**src/rtl/mul_add_pkg.sv**
```systemverilog
// Shared types and constants for the shift-add multiply-accumulate unit.
package mul_add_pkg;

  localparam int N_DEFAULT = 5;

  typedef enum logic [1:0] {
    IDLE = 2'd0,
    CALC = 2'd1,
    ADDR = 2'd2,
    DONE = 2'd3
  } state_e;

  // Iteration counter width: ceil(log2 n), never narrower than one bit.
  function automatic int cnt_width(input int n);
    return (n <= 2) ? 1 : $clog2(n);
  endfunction

endpackage

```
**src/rtl/mul_add_reconstructor_shift_add_datapath.sv**
```systemverilog
// P/M/R registers with the (N+1)-bit adder and right shifter; PRODUCT register.
module shift_add_datapath #(
  parameter int N = 5
) (
  input  logic           clk,
  input  logic           rst,
  input  logic           load,
  input  logic           step,
  input  logic           finalize,
  input  logic [N-1:0]   mcand,
  input  logic [N-1:0]   mplier,
  input  logic [N-1:0]   addend,
  output logic [2*N-1:0] product
);

  logic [2*N:0]   p_q, p_d;
  logic [N-1:0]   m_q, m_d;
  logic [N-1:0]   r_q, r_d;
  logic [2*N-1:0] product_q, product_d;
  logic [N:0]     h_next;

  always_comb begin
    p_d       = p_q;
    m_d       = m_q;
    r_d       = r_q;
    product_d = product_q;
    // Conditional add into the high half, driven by the current multiplier LSB.
    h_next    = p_q[2*N:N] + (p_q[0] ? {1'b0, m_q} : {(N+1){1'b0}});
    if (load) begin
      m_d = mcand;
      r_d = addend;
      p_d = {{(N+1){1'b0}}, mplier};
    end else if (step) begin
      p_d = {h_next, p_q[N-1:0]} >> 1;
    end
    if (finalize) begin
      product_d = p_q[2*N-1:0] + {{N{1'b0}}, r_q};
    end
  end

  always_ff @(posedge clk or posedge rst) begin
    if (rst) begin
      p_q       <= '0;
      m_q       <= '0;
      r_q       <= '0;
      product_q <= '0;
    end else begin
      p_q       <= p_d;
      m_q       <= m_d;
      r_q       <= r_d;
      product_q <= product_d;
    end
  end

  assign product = product_q;

endmodule

```
**src/rtl/mul_add_reconstructor.sv**
```systemverilog
// Sequential PRODUCT = MCAND * MPLIER + ADDEND with a Start / Finish handshake.
module mul_add_reconstructor
  import mul_add_pkg::*;
#(
  parameter int N = N_DEFAULT
) (
  input  logic           CLK,
  input  logic           RST,
  input  logic           Start,
  input  logic [N-1:0]   MCAND,
  input  logic [N-1:0]   MPLIER,
  input  logic [N-1:0]   ADDEND,
  output logic [2*N-1:0] PRODUCT,
  output logic           Finish,
  output logic           Busy
);

  localparam int CW = cnt_width(N);
  localparam logic [CW-1:0] CNT_LAST = CW'(N - 1);

  state_e        state_q, state_d;
  logic [CW-1:0] cnt_q, cnt_d;
  logic          load, step, finalize;

  always_comb begin
    state_d  = state_q;
    cnt_d    = cnt_q;
    load     = 1'b0;
    step     = 1'b0;
    finalize = 1'b0;
    unique case (state_q)
      IDLE: begin
        if (Start) begin
          load    = 1'b1;
          cnt_d   = '0;
          state_d = CALC;
        end
      end
      CALC: begin
        step  = 1'b1;
        cnt_d = cnt_q + 1'b1;
        if (cnt_q == CNT_LAST) state_d = ADDR;
      end
      ADDR: begin
        finalize = 1'b1;
        state_d  = DONE;
      end
      DONE: begin
        // The edge leaving DONE is also an accept slot, so a held Start
        // yields one result every N+2 cycles.
        if (Start) begin
          load    = 1'b1;
          cnt_d   = '0;
          state_d = CALC;
        end else begin
          state_d = IDLE;
        end
      end
      default: state_d = IDLE;
    endcase
  end

  always_ff @(posedge CLK or posedge RST) begin
    if (RST) begin
      state_q <= IDLE;
      cnt_q   <= '0;
    end else begin
      state_q <= state_d;
      cnt_q   <= cnt_d;
    end
  end

  shift_add_datapath #(.N(N)) u_datapath (
    .clk      (CLK),
    .rst      (RST),
    .load     (load),
    .step     (step),
    .finalize (finalize),
    .mcand    (MCAND),
    .mplier   (MPLIER),
    .addend   (ADDEND),
    .product  (PRODUCT)
  );

  assign Finish = (state_q == DONE);
  assign Busy   = (state_q != IDLE);

endmodule

```
**config.mk**
```make
export PLATFORM = sky130hd
export DESIGN_NAME = mul_add_reconstructor
export DESIGN_NICKNAME = d
export VERILOG_FILES = /design/src/rtl/mul_add_pkg.sv /design/src/rtl/mul_add_reconstructor_shift_add_datapath.sv /design/src/rtl/mul_add_reconstructor.sv
export SDC_FILE = /design/constraint.sdc
export NUM_CORES = 1
export LEC_CHECK = 0
export BUFFER_PORTS_ARGS = -buffer_cell sky130_fd_sc_hd__buf_2
export CAP_MARGIN = 20
export CORE_MARGIN = 4
export CORE_UTILIZATION = 29
export DETAILED_ROUTE_END_ITERATION = 7
export PLACE_DENSITY = 0.46
export SKIP_LAST_GASP = 1
export SLEW_MARGIN = 10
export SYNTH_ARGS = -nofsm -noshare
export SYNTH_HDL_FRONTEND = slang
export SYNTH_SLANG_ARGS = --single-unit
```
**constraint.sdc**
```tcl
create_clock -name CLK -period 3.9 [get_ports CLK]
set_clock_uncertainty 0.05 [all_clocks]
set_input_delay 0.78 -clock CLK [delete_from_list [all_inputs] [get_ports CLK]]
set_output_delay 0.78 -clock CLK [all_outputs]
set_load 0.01 [all_outputs]
```
==> flow_summary_export.csv <==
group,metric,value,unit
place,dpl-instance-area,2290,um^2
logic_synthesis,ys_types,40,
cts,htreeDepth,2,
pwr,switchingPower,0.842,mW
pwr,combPwrFrac,51.7,%
logic_synthesis,avgSynthCellArea,9.40,um^2
timing,relSlewSlack,47.2,%
detailed_routing,ant_nets,0,
logic_synthesis,postSynthCellCount,219,
timing,post-route-period-util,53.8,%
logic_synthesis,yosysWarnings,0,
critical_path,cpPeakStageDelay,0.46,ns
die,coreArea,6830,um^2
critical_path,rr_worst_depth,6,
finish,drive_gt1_share,19.8,%
place,place_ws,1.79,ns
timing,whs,0.425,ns
detailed_routing,drtIter0Drc,64,
pwr,power.internal,1.10,mW
cts,cts.sinks,35,
detailed_routing,via_count,1530,
timing,worst_pin_slew,0.792,ns
cts,ctsResizeCount,0,
pwr,clkPwrFrac,14.1,%
cts,cts_buffer_depth,2,
global_route,grt_pass1_vias,1544,
pwr,seq_power_share,34.2,%
detailed_routing,routedWlPerCell,12.4,um
pwr,switching_share,43.4,%
timing,finalCriticalPeriod,2.10,ns
critical_path,cp_top_family,"compound AO/OA/AOI/OAI gates",
run_status,outcome,"finished clean",
logic_synthesis,synth_seq_area_share,42.5,%
die,initial_core_util,30.1,%
finish,fin_cells,343,
place,globalplace.congestion,0.736,
timing,layout_setup_ws,1.80,ns
global_route,grt_usage,10.7,%
logic_synthesis,syn-cell-area,2060,um^2
critical_path,critPathLaunchType,"register",
place,portBuffers,29,
critical_path,path_depth,6,
logic_synthesis,ys_ff_latch,35,
critical_path,r2r_start,"u_datapath.p_q[0]$_DFFE_PP0P_",
critical_path,worst-path-max-fanout,7,
die,design.die.area,8510,um^2
detailed_routing,wl,4.27,mm
detailed_routing,drcViolationCount,0,
global_route,grt_max_degree,36,
pwr,finalPower,1.94,mW
critical_path,worst-path-buf-inv,0,
finish,final_nets,283,
finish,final_common_cell,"nand2_1",
critical_path,reg2reg_to,"u_datapath.product[8]$_DFFE_PP0N_",
timing,setup_violations,0,
global_route,grt-ovfl-total,0,
cts,root_buffer,"clkbuf_8",
critical_path,cp.arrival,2.26,ns
logic_synthesis,synth_fp_nets,256,
critical_path,cp-startpoint,"u_datapath.p_q[0]$_DFFE_PP0P_",
finish,area_growth_syn_to_layout,15.7,%
place,hpwl,3.18,mm
detailed_routing,routed_via_density,4.46,
critical_path,end_kind,"register",
finish,antenna_cells,0,
die,ios,30,
critical_path,critPathKind,"reg2reg",
hold_path,hold_path_class,"reg2reg",
timing,final_max_slew_viol_count,0,
finish,final_area,2380,um^2
cts,numCtsBuffers,5,
cts,postCtsSetupBuffers,0,
die,die_width,92.3,um
critical_path,cp_data_required_time,4.06,ns
pwr,leakagePower,1.15,nW
timing,max_freq,0.476,GHz
global_route,grt_pass1_wl,7.24,mm
job,drv_cap,0,
finish,utilization,34.9,%
pwr,power_density,814,nW/um^2
cts,clk_pin_slew_worst_paths,0.08,ns
critical_path,path_cells,"ha_1 > fa_1 > a21oi_1 > o311ai_2 > a31o_2 > a31oi_1",
global_route,antenna_found_initial,0,
timing,rsz0062_at_grt,"false",
finish,mostFrequentLayoutCells,"48 x nand2_1, 35 x dfrtp_1, 29 x buf_2",
die,die_h,92.3,um
timing,hold_viol,0,
cts,holdBufCountCts,0,
critical_path,cp_slowest_cell,"dfrtp_1",
critical_path,reg2reg_slack,1.80,ns
timing,totalNegativeSetupSlack,0,ns
cts,cts_tree,"done",
cts,clock_latency,0.29,ns
critical_path,crit_path_end,"u_datapath.product[8]$_DFFE_PP0N_",
place,dp_cells,335,
detailed_routing,drt_first_pass_iters,4,
pwr,ir_drop,0.000196,V
die,row_count,30,
-- routing by layer --
metal / GRT usage [%] / routed length [um] / up-vias
met5: 0 / 0 / -
met4: 4.46 / 75 / 0
met3: 2.95 / 169 / 6
met2: 16.9 / 1930 / 27
met1: 13.8 / 2090 / 703
li1: - / - / 794
-- layout make-up --
cell class,instances,area (um^2)
clock buffers,5,68.8
clock inverters,3,25.0
fillers,760,4450
inverters,11,41.3
multi-input cells,162,1090
flip-flops and latches,35,876
well taps,96,120
repair buffers,31,160
-- worst reg2reg max path, delay by kind of cell, from the launching register on --
| kind | cells | cell delay (ns) |
|---|---|---|
| AOI/OAI and AO/OA | 4 | 0.82 |
| adders and majority gates | 2 | 0.68 |
| DFF | 1 | 0.46 |
-- power groups by stage --
stage	clock [mW]	combinational (mW)	sequential (mW)
after floorplan	0	0.788	0.651
after global placement	0	1.01	0.672
after detailed placement	0	1.02	0.673
after CTS	0.289	1.02	0.666
after global routing	0.304	1.15	0.691
final	0.274	1.00	0.663
-- cell families after synthesis --
group           synth area share (%)
fa+ha+maj                       12.3
simple gates                    18.5
mux                             5.10
buf+inv                         4.50
flops                           42.5
compound gates                  14.2
xor+xnor                        2.98
-- cell usage after synthesis (all sizes together) --
library cell	n	area [um^2]
nand3b	2	15.0
a31oi	2	12.5
nand3	7	35.0
nand4	2	12.5
a32o	1	10.0
mux2	4	45.0
nand2	48	180
fa	2	40.0
nor3	3	15.0
or3b	1	8.76
a22oi	1	7.51
o31ai	1	7.51
or4	1	11.3
a21o	5	38.8
mux2i	6	60.1
o311ai	1	16.3
a22o	1	8.76
ha	17	213
nor2b	6	37.5
xor2	1	8.76
clkbuf	7	26.3
inv	11	41.3
nor2	9	33.8
a211o	1	8.76
and2	4	25.0
o21ai	12	63.8
a21oi	7	35.0
a211oi	4	35.0
xnor2	6	52.6
o21a	2	15.0
dfrtp	35	876
a2bb2oi	1	8.76
nand2b	1	6.26
a31o	1	8.76
o21bai	2	15.0
buf	4	25.0
-- registers in the layout, indices dropped and copies added, names as in the netlist --
name                flops
cnt_q                   3
state_q                 2
u_datapath.m_q          5
u_datapath.p_q         10
u_datapath.product     10
u_datapath.r_q          5
-- worst min-delay path by stage --
stage	start	endpoint	slack, ns	cells past startpoint
floorplan	u_datapath.m_q[0]$_DFFE_PP0P_	u_datapath.m_q[0]$_DFFE_PP0P_	0.39	2
global placement	u_datapath.m_q[2]$_DFFE_PP0P_	u_datapath.m_q[2]$_DFFE_PP0P_	0.40	2
detailed placement	u_datapath.m_q[0]$_DFFE_PP0P_	u_datapath.m_q[0]$_DFFE_PP0P_	0.41	2
CTS	u_datapath.m_q[0]$_DFFE_PP0P_	u_datapath.m_q[0]$_DFFE_PP0P_	0.43	2
global route	u_datapath.m_q[2]$_DFFE_PP0P_	u_datapath.m_q[2]$_DFFE_PP0P_	0.45	2
finish	u_datapath.m_q[3]$_DFFE_PP0P_	u_datapath.m_q[3]$_DFFE_PP0P_	0.42	2
(Power assumes the default switching activity.)
